File: src/rtl/keypad_scanner_pkg.sv
// ============================================================================
// keypad_scanner_pkg: FSM and scan-result encodings plus the Pmod KYPD key map
// Revision: 1.0
// ============================================================================
`default_nettype none

package keypad_scanner_pkg;

  typedef enum logic [1:0] {
    IDLE       = 2'd0,
    PRESS_DB   = 2'd1,
    PRESSED    = 2'd2,
    RELEASE_DB = 2'd3
  } state_t;

  typedef enum logic [1:0] {
    SCAN_NONE   = 2'd0,
    SCAN_SINGLE = 2'd1,
    SCAN_MULTI  = 2'd2
  } scan_t;

  // Physical (row, col) position to the hex legend printed on the key.
  function automatic logic [3:0] key_map(input logic [1:0] r, input logic [1:0] c);
    logic [3:0] code;
    case ({r, c})
      4'h0:    code = 4'h1;
      4'h1:    code = 4'h2;
      4'h2:    code = 4'h3;
      4'h3:    code = 4'hA;
      4'h4:    code = 4'h4;
      4'h5:    code = 4'h5;
      4'h6:    code = 4'h6;
      4'h7:    code = 4'hB;
      4'h8:    code = 4'h7;
      4'h9:    code = 4'h8;
      4'hA:    code = 4'h9;
      4'hB:    code = 4'hC;
      4'hC:    code = 4'h0;
      4'hD:    code = 4'hF;
      4'hE:    code = 4'hE;
      default: code = 4'hD;
    endcase
    return code;
  endfunction

endpackage

`default_nettype wire

File: src/rtl/keypad_scanner_col_driver.sv
// ============================================================================
// keypad_scanner_col_driver: column strobe generator with per-column sample and
// end-of-scan strobes.  Revision: 1.0
// ============================================================================
`default_nettype none

module keypad_scanner_col_driver #(
  parameter int SCAN_DIV = 100_000
) (
  input  logic       clock,
  input  logic       resetn,
  output logic [3:0] col,
  output logic [1:0] col_idx,
  output logic       sample_en,
  output logic       scan_done
);

  localparam int             DIV_W    = (SCAN_DIV > 1) ? $clog2(SCAN_DIV) : 1;
  localparam logic [DIV_W-1:0] DIV_LAST = DIV_W'(SCAN_DIV - 1);

  logic [DIV_W-1:0] div;
  logic [1:0]       idx;

  always_ff @(posedge clock or negedge resetn) begin
    if (!resetn) begin
      div <= '0;
      idx <= 2'd0;
    end else if (div == DIV_LAST) begin
      div <= '0;
      idx <= idx + 2'd1;
    end else begin
      div <= div + 1'b1;
    end
  end

  // Sampling on the last cycle of a column gives the rows time to settle.
  assign sample_en = (div == DIV_LAST);
  assign scan_done = sample_en && (idx == 2'd3);
  assign col       = ~(4'b0001 << idx);
  assign col_idx   = idx;

endmodule

`default_nettype wire

File: src/rtl/keypad_scanner.sv
// ============================================================================
// keypad_scanner: 4x4 hex keypad reader with per-scan debouncing, delivering a
// key code, press strobe, held level and release strobe.  Revision: 1.0
// ============================================================================
`default_nettype none

module keypad_scanner
  import keypad_scanner_pkg::*;
#(
  parameter int SCAN_DIV       = 100_000,
  parameter int DEBOUNCE_SCANS = 20
) (
  input  logic       clock,
  input  logic       resetn,
  input  logic [3:0] row,
  output logic [3:0] col,
  output logic [3:0] key_code,
  output logic       key_valid,
  output logic       key_held,
  output logic       key_release
);

  localparam int               CNT_W   = $clog2(DEBOUNCE_SCANS + 1);
  localparam logic [CNT_W-1:0] CNT_MAX = CNT_W'(DEBOUNCE_SCANS);
  localparam logic [CNT_W-1:0] CNT_ONE = CNT_W'(1);

  logic [1:0] col_idx;
  logic       sample_en;
  logic       scan_done;

  keypad_scanner_col_driver #(.SCAN_DIV(SCAN_DIV)) u_col_driver (
    .clock     (clock),
    .resetn    (resetn),
    .col       (col),
    .col_idx   (col_idx),
    .sample_en (sample_en),
    .scan_done (scan_done)
  );

  logic [3:0] row_meta;
  logic [3:0] rs;

  always_ff @(posedge clock or negedge resetn) begin
    if (!resetn) begin
      row_meta <= 4'hF;
      rs       <= 4'hF;
    end else begin
      row_meta <= row;
      rs       <= row_meta;
    end
  end

  // Accumulator: hit count saturates at 2 (MULTI); key holds the single hit.
  logic [1:0] acc_hits;
  logic [3:0] acc_key;
  logic [1:0] base_hits;
  logic [3:0] base_key;
  logic [1:0] new_hits;
  logic [3:0] new_key;
  logic [3:0] pressed;
  logic [2:0] col_cnt;
  logic [1:0] col_row;
  scan_t      scan_res;

  always_comb begin
    pressed   = ~rs;
    base_hits = (col_idx == 2'd0) ? 2'd0 : acc_hits;
    base_key  = (col_idx == 2'd0) ? 4'h0 : acc_key;
    col_cnt   = {2'b00, pressed[0]} + {2'b00, pressed[1]} +
                {2'b00, pressed[2]} + {2'b00, pressed[3]};
    col_row   = 2'd0;
    for (int r = 3; r >= 0; r--) begin
      if (pressed[r]) col_row = 2'(r);
    end
    new_hits = base_hits;
    new_key  = base_key;
    if (col_cnt == 3'd1 && base_hits == 2'd0) begin
      new_hits = 2'd1;
      new_key  = key_map(col_row, col_idx);
    end else if (col_cnt != 3'd0) begin
      new_hits = 2'd2;
    end
    case (new_hits)
      2'd0:    scan_res = SCAN_NONE;
      2'd1:    scan_res = SCAN_SINGLE;
      default: scan_res = SCAN_MULTI;
    endcase
  end

  always_ff @(posedge clock or negedge resetn) begin
    if (!resetn) begin
      acc_hits <= 2'd0;
      acc_key  <= 4'h0;
    end else if (sample_en) begin
      acc_hits <= new_hits;
      acc_key  <= new_key;
    end
  end

  state_t           state, state_n;
  logic [3:0]       cand, cand_n;
  logic [CNT_W-1:0] cnt, cnt_n, cnt_inc;
  logic [3:0]       code_n;
  logic             valid_n, held_n, release_n;

  always_ff @(posedge clock or negedge resetn) begin
    if (!resetn) begin
      state       <= IDLE;
      cand        <= 4'h0;
      cnt         <= '0;
      key_code    <= 4'h0;
      key_valid   <= 1'b0;
      key_held    <= 1'b0;
      key_release <= 1'b0;
    end else begin
      state       <= state_n;
      cand        <= cand_n;
      cnt         <= cnt_n;
      key_code    <= code_n;
      key_valid   <= valid_n;
      key_held    <= held_n;
      key_release <= release_n;
    end
  end

  // The FSM only advances on the end-of-scan sample, using that sample's result.
  always_comb begin
    state_n   = state;
    cand_n    = cand;
    cnt_n     = cnt;
    code_n    = key_code;
    valid_n   = 1'b0;
    held_n    = key_held;
    release_n = 1'b0;
    cnt_inc   = (cnt == CNT_MAX) ? cnt : cnt + 1'b1;
    if (scan_done) begin
      case (state)
        IDLE: begin
          if (scan_res == SCAN_SINGLE) begin
            cand_n = new_key;
            cnt_n  = CNT_ONE;
            if (CNT_ONE == CNT_MAX) begin
              code_n  = new_key;
              valid_n = 1'b1;
              held_n  = 1'b1;
              state_n = PRESSED;
            end else begin
              state_n = PRESS_DB;
            end
          end
        end
        PRESS_DB: begin
          if (scan_res == SCAN_SINGLE && new_key == cand) begin
            cnt_n = cnt_inc;
            if (cnt_inc == CNT_MAX) begin
              code_n  = cand;
              valid_n = 1'b1;
              held_n  = 1'b1;
              state_n = PRESSED;
            end
          end else if (scan_res == SCAN_SINGLE) begin
            cand_n = new_key;
            cnt_n  = CNT_ONE;
          end else begin
            state_n = IDLE;
          end
        end
        PRESSED: begin
          if (scan_res == SCAN_NONE) begin
            cnt_n = CNT_ONE;
            if (CNT_ONE == CNT_MAX) begin
              held_n    = 1'b0;
              release_n = 1'b1;
              state_n   = IDLE;
            end else begin
              state_n = RELEASE_DB;
            end
          end
        end
        RELEASE_DB: begin
          if (scan_res == SCAN_NONE) begin
            cnt_n = cnt_inc;
            if (cnt_inc == CNT_MAX) begin
              held_n    = 1'b0;
              release_n = 1'b1;
              state_n   = IDLE;
            end
          end else begin
            state_n = PRESSED;
          end
        end
        default: state_n = IDLE;
      endcase
    end
  end

endmodule

`default_nettype wire

File: config.mk
export PLATFORM = sky130hd
export DESIGN_NAME = keypad_scanner
export DESIGN_NICKNAME = d
export VERILOG_FILES = /design/src/rtl/keypad_scanner_pkg.sv /design/src/rtl/keypad_scanner_col_driver.sv /design/src/rtl/keypad_scanner.sv
export SDC_FILE = /design/constraint.sdc
export NUM_CORES = 1
export LEC_CHECK = 0
export ABC_AREA = 1
export CAP_MARGIN = 15
export CORE_MARGIN = 5
export CORE_UTILIZATION = 30
export CTS_CLUSTER_SIZE = 8
export DETAILED_ROUTE_END_ITERATION = 7
export GPL_TIMING_DRIVEN = 1
export PLACE_DENSITY = 0.44
export SYNTH_ARGS = -nofsm -noshare
export SYNTH_HDL_FRONTEND = slang
export SYNTH_SLANG_ARGS = --single-unit
File: constraint.sdc
create_clock -name clock -period 2.8 [get_ports clock]
set_input_delay 0.42 -clock clock [delete_from_list [all_inputs] [get_ports clock]]
set_output_delay 0.42 -clock clock [all_outputs]
set_load 0.02 [all_outputs]
==> impl_metrics.ini, run 1 <==
[routing]
drc = 0
dr.pass1.iters = 4
wl_per_cell_um = 11.3
wl_mm = 5.99
vias = 2351
drtIter0Drc = 63
via_per_inst = 4.42
antenna_left = 0

[cells_and_area]
nets = 420
layout_commonest_cell = nand2_1
drive_gt1_share_pct = 21.1
fin_cells = 532
syn_to_final_growth_pct = 22.2
finish.utilization_pct = 38.0
layout_common_cells = 82 x nand2_1, 57 x inv_1, 43 x dfrtp_1, 28 x nand3_1, 21 x nor2_1
antennaDiodeCount = 0

[placement]
gp_congestion = 0.740
placedCellCount = 521
io_buffers = 16
dp_hpwl_mm = 4.53

[yosys]
syn_area_um2 = 2900
postSynthAreaPerCell_um2 = 7.98
synth_mux_area_share_pct = 0.346
syn_nets = 380
yosysUniqueCellTypes = 33
ys_seq_area_share_pct = 44.4
yosys_warnings = 0
ys_ff_latch = 51
synth_top_family_by_area = simple AND/OR/NAND/NOR gates
synthAdderAreaFrac_pct = 5.01
synthCells = 363
synth_xor_area_share_pct = 1.81
synth-compound-area-share_pct = 8.25
yosys.area_share.simple_pct = 31.1

[clock_network]
cts.sinks = 51
hold_buffers = 0
htreeDepth = 2
cts_buffers = 5
clk-insertion-delay-late_ps = 310
cts_tree = yes
cts_root_buf = clkbuf_8
cts_max_path_buffers = 2
path_clk_slew_ps = 100

[sta]
setup_viol = 15
setup_tns_ps = -981
holdWs_ps = 209
relSlewSlack_pct = 56.4
setup_slack_ps = -95.6
period_share_pct = 103
worstMarginPinSlew_ps = 655
period_minus_slack_ps = 2900
max_freq_mhz = 345
rsz0062_at_grt = yes
drv_slew = 0
clock_skew_ps = 15.7
finalHoldViolCount = 0

[worst_setup_path]
required_ps = 3050
start_kind = flip-flop
crit_arrival_ps = 3150
end_kind = flip-flop
worstSetupPathType = flip-flop to flip-flop
cp_max_fo = 4

[floorplanning]
die-height_um = 108
initial_core_util_pct = 31.1
die_w_um = 108
boundaryPins = 17
die-area_um2 = 11700
core_area_um2 = 9330
fp-row-count = 35

[hold_path]
hp-class = input pin to asynchronous set/reset pin

[global_routing]
grt_pass1_wl_mm = 10.8
grt-ovfl-total = 0
grt_pass1_vias = 2318
antenna_found_initial = 0
track_usage_pct = 11.5
grt_max_degree = 52

[power]
sw_frac_of_total_pct = 25.1
power_frac_seq_pct = 50.1
p_clk_share_pct = 33.8
leakage_nw = 1.73
total_power_mw = 1.50
p_int_mw = 1.12
p_per_area_nw_per_um2 = 422
switchingPower_mw = 0.376
p_comb_share_pct = 16.1
vdd_drop_max_uv = 213

[run]
cap_viol_max_count = 0

[outcome]
violations = setup timing
status = finished with violations
## per-layer routing
layer	track usage, %	wire (µm)	part of all wire, %
met1	14.9	2930	49
met2	19.0	2760	46
met3	2.09	170	2.8
met4	4.33	131	2.2
met5	0	0	0
## power groups by stage
stage	registers (mW)	logic (mW)	clock network (mW)
6_report	0.750	0.241	0.506
3_5_place_dp	0.764	0.197	0
2_1_floorplan	0.764	0.116	0
3_3_place_gp	0.764	0.197	0
4_1_cts	0.750	0.215	0.532
5_1_grt	0.751	0.271	0.552
## stage by stage
step,worst slack [ps],cell area (µm²)
after floorplan,12.4,2900
after CTS,-150,3480
after global routing,-319,3540
after detailed placement,-170,3320
after global placement,-135,3320
final,-95.6,3540
## repair_timing
action	4_1_cts	5_1_grt
pin swaps	14	16
endpoints found under the hold margin	0	0
setup buffers	1	3
gates resized for setup	11	8
endpoints found under the setup margin	17	17
## layout make-up
class / instances / area (µm²)
clock buffers: 6 / 72.6
clock inverters: 1 / 30.0
fillers: 946 / 5790
inverters: 66 / 248
multi-input cells: 243 / 1420
flip-flops and latches: 51 / 1290
well taps: 129 / 161
repair buffers: 36 / 322
## registers in the layout, summed over array words and instances, names as in the netlist
register,count
u_col_driver.col_idx,2
key_held,1
cand,4
acc_key,4
row_meta,4
key_valid,1
cnt,5
acc_hits,2
u_col_driver.div,17
rs,4
key_code,4
key_release,1
state,2
## cells by family after synthesis
family	count (synthesis)
DFF	51
xor gates and xnor gates	6
buffers and inverters	69
adders and majority gates	11
and+or+nand+nor	184
muxes	1
AOI/OAI and AO/OA	41
## final timing paths
kind,from,endpoint,slack [ps],depth (start not counted)
max,rs[0],cnt[3],-100,18
min,resetn,u_col_driver.div[8],210,2
max reg2reg,rs[0],cnt[3],-100,18
min reg2reg,row_meta[1],rs[1],360,0
max in group asynchronous,resetn,key_held,2140,2
min in group clock,row_meta[1],rs[1],360,0
## cells in the mapped netlist
cell	count	area [µm²]
nand4_1	6	37.5
buf_2	2	10.0
nor4_1	1	6.26
nor2_8	1	20.0
dfstp_2	8	210
fa_1	1	20.0
nand2_1	86	323
clkbuf_1	1	3.75
nand2_2	10	62.6
nor3_4	1	16.3
inv_1	58	218
nor2_4	1	11.3
dfrtp_1	43	1080
o21ai_0	11	55.1
clkinv_1	1	3.75
o22ai_1	3	18.8
mux2i_1	1	10.0
xor2_1	6	52.6
nor2_1	22	82.6
a31oi_1	6	37.5
ha_1	10	125
o21ai_4	1	16.3
o31ai_2	1	12.5
o21ai_1	11	55.1
a21oi_1	7	35.0
nand3_1	33	165
inv_2	7	26.3
nor4_2	2	25.0
or2_2	3	18.8
o21ai_2	1	8.76
nand3_2	5	50.1
nor3_1	10	50.1
nand2_4	3	33.8
## critical path: stages (launching register included)
cell,delay (ps)
dfstp_2,550
fa_1,430
inv_2,80
ha_4,130
ha_4,190
nor2_4,140
nand2_4,80
nor2_8,130
buf_4,120
nand3_1,80
nand3_1,90
nand2_2,60
nor3_4,210
nand3_2,160
nand2_2,160
nand2_1,70
nand3_1,60
o21ai_1,60
inv_1,50
(Power assumes the default switching activity.)
==> inputs of run 2 (changes only) <==
--- a/config.mk
+++ b/config.mk
@@ -11,8 +11,10 @@
 export CORE_UTILIZATION = 30
 export CTS_CLUSTER_SIZE = 8
 export DETAILED_ROUTE_END_ITERATION = 7
+export DONT_BUFFER_PORTS = 1
 export GPL_TIMING_DRIVEN = 1
-export PLACE_DENSITY = 0.44
+export PLACE_DENSITY = 0.42
+export RECOVER_POWER = 100
 export SYNTH_ARGS = -nofsm -noshare
 export SYNTH_HDL_FRONTEND = slang
 export SYNTH_SLANG_ARGS = --single-unit
==> impl_metrics.ini, run 2 (same netlist as run 1, synthesis figures left out) <==
[outcome]
status = finished with violations
violations = setup timing

[clock_network]
htreeDepth = 2
cts_buffers = 5
clk-insertion-delay-late_ps = 300
cts_max_path_buffers = 2
cts_root_buf = clkbuf_8
path_clk_slew_ps = 90
cts_tree = yes
cts.sinks = 51

[worst_setup_path]
ff2ff_path_depth = 18
crit_start = rs[3]
cp-endpoint = key_code[1]
r2r_end = key_code[1]
r2r_slack_ps = -90
cp_max_fo = 8
crit_arrival_ps = 3090
end_kind = flip-flop
worstSetupPathType = flip-flop to flip-flop
required_ps = 2990
start_kind = flip-flop
reg2reg_from = rs[3]

[power]
p_per_area_nw_per_um2 = 430
p_comb_share_pct = 15.7
p_int_mw = 1.07
switchingPower_mw = 0.372
leakage_nw = 1.67
total_power_mw = 1.44
power_frac_seq_pct = 52.0
vdd_drop_max_uv = 164
p_clk_share_pct = 32.3
sw_frac_of_total_pct = 25.8

[floorplanning]
die-area_um2 = 11700
core_area_um2 = 9330
boundaryPins = 17
die_w_um = 108
initial_core_util_pct = 31.1
die-height_um = 108
fp-row-count = 35

[cells_and_area]
layout_common_cells = 84 x nand2_1, 58 x inv_1, 43 x dfrtp_1, 32 x nand3_1, 21 x nor2_1
largest_reg_flops = 17
antennaDiodeCount = 0
syn_to_final_growth_pct = 15.7
nets = 408
fin_cells = 521
drive_gt1_share_pct = 19.4
design_area_um2 = 3350
largest_register = u_col_driver.div
layout_commonest_cell = nand2_1
finish.utilization_pct = 35.9
top_regs = u_col_driver.div x17, cnt x5

[placement]
placedCellCount = 505
io_buffers = 0
dp_hpwl_mm = 4.67
dpl_cell_area_um2 = 3170
gp_congestion = 0.777

[global_routing]
grt-ovfl-total = 0
grt_pass1_vias = 2298
antenna_found_initial = 0
grt_pass1_wl_mm = 11.1
track_usage_pct = 12.0
grt_max_degree = 52

[sta]
period_minus_slack_ps = 2890
holdWs_ps = 109
worstMarginPinSlew_ps = 1280
setup_slack_ps = -94.3
setup_viol = 15
max_freq_mhz = 346
clock_skew_ps = 6.65
relSlewSlack_pct = 14.7
drv_slew = 0
rsz0062_at_grt = yes
period_share_pct = 103
finalHoldViolCount = 0

[routing]
wl_mm = 6.27
vias = 2315
antenna_left = 0
drc = 0
wl_per_cell_um = 12.0
drtIter0Drc = 98
via_per_inst = 4.44
dr.pass1.iters = 4

[run]
cap_viol_max_count = 0

[hold_path]
hp-class = input pin to flip-flop
run 2: cell types whose count changed in the layout (fill, tap and decap cells not counted), moves of 2 or more:
cell	change
nand3_1	+4
nand3_2	-4
clkdlybuf4s50_1	-15
nor4_2	-2
nor4_1	+2
clkbuf_1	+2
clkbuf_8	+2
nand2_1	+2
inv_2	-2
run 2: stage by stage:
step | setup TNS, ps | setup WS (ps)
floorplan | 0 | 12.4
global placement | -1240 | -120
detailed placement | -1890 | -153
CTS | -1200 | -111
global route | -4570 | -322
finish | -988 | -94.3
run 2: power groups by stage:
stage	Sequential (mW)	Clock, mW	Combinational (mW)
floorplan	0.764	0	0.116
global placement	0.764	0	0.175
detailed placement	0.764	0	0.176
CTS	0.750	0.500	0.228
global route	0.751	0.529	0.254
finish	0.750	0.465	0.226
run 2: how the worst min path moves through the flow:
stage	startpoint	endpoint	slack, ps	depth (start not counted)
global placement	resetn	u_col_driver.div[16]	130	0
detailed placement	resetn	u_col_driver.div[14]	130	0
CTS	row[2]	row_meta[2]	90	0
global route	row[2]	row_meta[2]	80	0
floorplan	resetn	acc_hits[0]	120	0
finish	row[2]	row_meta[2]	110	0
run 2: per-layer routing:
layer	part of all wire, %	track usage [%]	wire, µm	vias up
met5	0	0	0	-
met4	1.3	3.52	82	0
met3	2.7	2.39	172	7
met2	44	18.7	2750	30
met1	52	16.7	3260	1064
li1	-	-	-	1214
run 2: cell type report:
cell class / instances / area [µm²]
inverter: 66 / 248
tap: 129 / 161
fill: 1017 / 5980
sequential: 51 / 1290
clock buffer: 8 / 100
multi-input combinational: 244 / 1390
timing repair buffer: 23 / 165
run 2: critical path, stage by stage (launching register included):
cell and delay, ps:
dfstp_2 550, fa_1 430, inv_2 80, ha_4 130
ha_4 200, nor2_4 120, nand2_4 80, nor2_8 140
o21ai_2 80, nand2_2 80, nand2_2 60, nand2_2 60
nand2_2 70, nor3_4 210, nand3_2 170, inv_2 130
nand2_4 80, nand2_1 70, o21ai_1 60
run 2: timing repair:
item | CTS | global route
buffers inserted | 4 | 1
hold endpoints to repair | 51 | 0
resized for setup | 10 | 1
hold buffers | 2 | 0
pin swaps | 16 | 1
cloned | 1 | 0
setup endpoints to repair | 17 | 17
==> inputs of run 3 (changes only) <==
--- a/config.mk
+++ b/config.mk
@@ -15,6 +15,7 @@
 export GPL_TIMING_DRIVEN = 1
 export PLACE_DENSITY = 0.42
 export RECOVER_POWER = 100
+export SKIP_CTS_REPAIR_TIMING = 1
 export SYNTH_ARGS = -nofsm -noshare
 export SYNTH_HDL_FRONTEND = slang
 export SYNTH_SLANG_ARGS = --single-unit
==> impl_metrics.ini, run 3 (same netlist as run 1, synthesis figures left out) <==
[outcome]
status = finished with violations
violations = setup timing

[worst_setup_path]
worstSetupPathType = flip-flop to flip-flop
r2r_end = state[1]
crit_cells = 20
end_kind = flip-flop
ff2ff_path_depth = 20
crit_start = rs[3]
reg2reg_from = rs[3]
critPathMaxStageDelay_ps = 550
required_ps = 3000
crit_slowest_cell = dfstp_2
crit_top_cell = nand2_2
cp.buffers_inverters = 2
crit_arrival_ps = 3080
start_kind = flip-flop
cp-endpoint = state[1]
crit_family = simple AND/OR/NAND/NOR gates
cp_max_fo = 7
worstPathCellList = fa_1 -> inv_2 -> ha_4 -> ha_4 -> nor2_4 -> nand2_4 -> nor2_8 -> o21ai_2 -> nand2_2 -> nand2_2 -> nand2_2 -> nand2_2 -> nor3_4 -> nand2_2 -> nand3_2 -> nand2_2 -> inv_2 -> nand2_2 -> nand2_1 -> nand2_1
r2r_slack_ps = -80

[routing]
via_per_inst = 4.43
dr.pass1.iters = 4
vias = 2302
drtIter0Drc = 105
wl_per_cell_um = 12.2
antenna_left = 0
wl_mm = 6.35
drc = 0

[sta]
clock_skew_ps = 7.86
setup_slack_ps = -80.1
max_freq_mhz = 347
relSlewSlack_pct = 13.4
drv_slew = 0
setup_tns_ps = -780
holdWs_ps = 110
period_share_pct = 103
rsz0062_at_grt = yes
setup_viol = 14
period_minus_slack_ps = 2880
worstMarginPinSlew_ps = 1300
finalHoldViolCount = 0

[global_routing]
grt_max_degree = 52
grt_pass1_wl_mm = 10.9
grt_pass1_vias = 2268
antenna_found_initial = 0
track_usage_pct = 11.7
grt-ovfl-total = 0

[clock_network]
cts_max_path_buffers = 2
cts_buffers = 5
cts.sinks = 51
cts_root_buf = clkbuf_8
htreeDepth = 2
path_clk_slew_ps = 90
cts_tree = yes
clk-insertion-delay-late_ps = 300

[cells_and_area]
layout_common_cells = 79 x nand2_1, 57 x inv_1, 43 x dfrtp_1, 27 x nand3_1, 21 x nor2_1
antennaDiodeCount = 0
finish.utilization_pct = 36.6
top_regs = u_col_driver.div x17, cnt x5
design_area_um2 = 3420
nFillCells = 1015
syn_to_final_growth_pct = 17.9
drive_gt1_share_pct = 23.3
layout_commonest_cell = nand2_1
nets = 407
largest_reg_flops = 17
largest_register = u_col_driver.div

[power]
leakage_nw = 1.70
switchingPower_mw = 0.379
sw_frac_of_total_pct = 26.2
p_int_mw = 1.07
p_comb_share_pct = 15.7
p_clk_share_pct = 32.5
vdd_drop_max_uv = 167
total_power_mw = 1.45
p_per_area_nw_per_um2 = 423
power_frac_seq_pct = 51.8

[floorplanning]
core_area_um2 = 9330
die-height_um = 108
die-area_um2 = 11700
die_w_um = 108
fp-row-count = 35
boundaryPins = 17
initial_core_util_pct = 31.1

[placement]
io_buffers = 0
dp_hpwl_mm = 4.67
gp_congestion = 0.777
dpl_cell_area_um2 = 3170

[run]
cap_viol_max_count = 0

[hold_path]
hp-class = input pin to flip-flop
run 3: changes by cell type in the layout (fill, tap and decap cells not counted), moves of 3 or more:
cell and change:
nand2_1 -5, nand3_1 -5, nand3_2 +4, o21ai_1 -4, o21ai_2 +4, nand2_2 +3
run 3: area by class of cell:
cell class | count | area [µm²] | share of cell area [%]
clock buffer | 8 | 100 | 2.93
inverter | 66 | 250 | 7.33
multi-input combinational | 244 | 1460 | 42.7
timing repair buffer | 22 | 158 | 4.62
sequential | 51 | 1290 | 37.7
tap | 129 | 161 | 4.73
run 3: power groups by stage:
stage / registers [mW] / clock network (mW) / logic [mW]
final: 0.750 / 0.470 / 0.227
after global routing: 0.751 / 0.531 / 0.253
after CTS: 0.750 / 0.500 / 0.177
after detailed placement: 0.764 / 0 / 0.176
after global placement: 0.764 / 0 / 0.175
after floorplan: 0.764 / 0 / 0.116
run 3: worst min path at each step:
stage,from,to,slack [ps],cells past startpoint
2_1_floorplan,resetn,acc_hits[0],120,0
3_3_place_gp,resetn,u_col_driver.div[16],130,0
3_5_place_dp,resetn,u_col_driver.div[14],130,0
4_1_cts,resetn,acc_hits[0],-210,0
5_1_grt,row[2],row_meta[2],80,0
6_report,row[2],row_meta[2],110,0
run 3: per-stage QoR:
stage          worst slack [ps]  instances
2_1_floorplan              12.4        363
3_3_place_gp               -120        505
3_5_place_dp               -153        505
4_1_cts                    -160        513
5_1_grt                    -298        520
6_report                  -80.1        520
run 3: worst register-to-register path, delay by kind of cell, from the launching register on:
| family | cells | cell delay, ps |
|---|---|---|
| AO/OA/AOI/OAI | 1 | 80 |
| adder cells (fa/ha/maj) | 3 | 760 |
| buffers and inverters | 2 | 150 |
| flip-flops | 1 | 550 |
| AND/OR/NAND/NOR | 14 | 1270 |
run 3: layer usage:
layer | part of all wire (%) | global-route usage (%) | vias to the layer above
met5 | 0 | 0 | -
met1 | 51 | 16.2 | 1056
met4 | 1.3 | 3.79 | 0
met3 | 3.0 | 2.51 | 7
li1 | - | - | 1214
met2 | 45 | 18.2 | 25
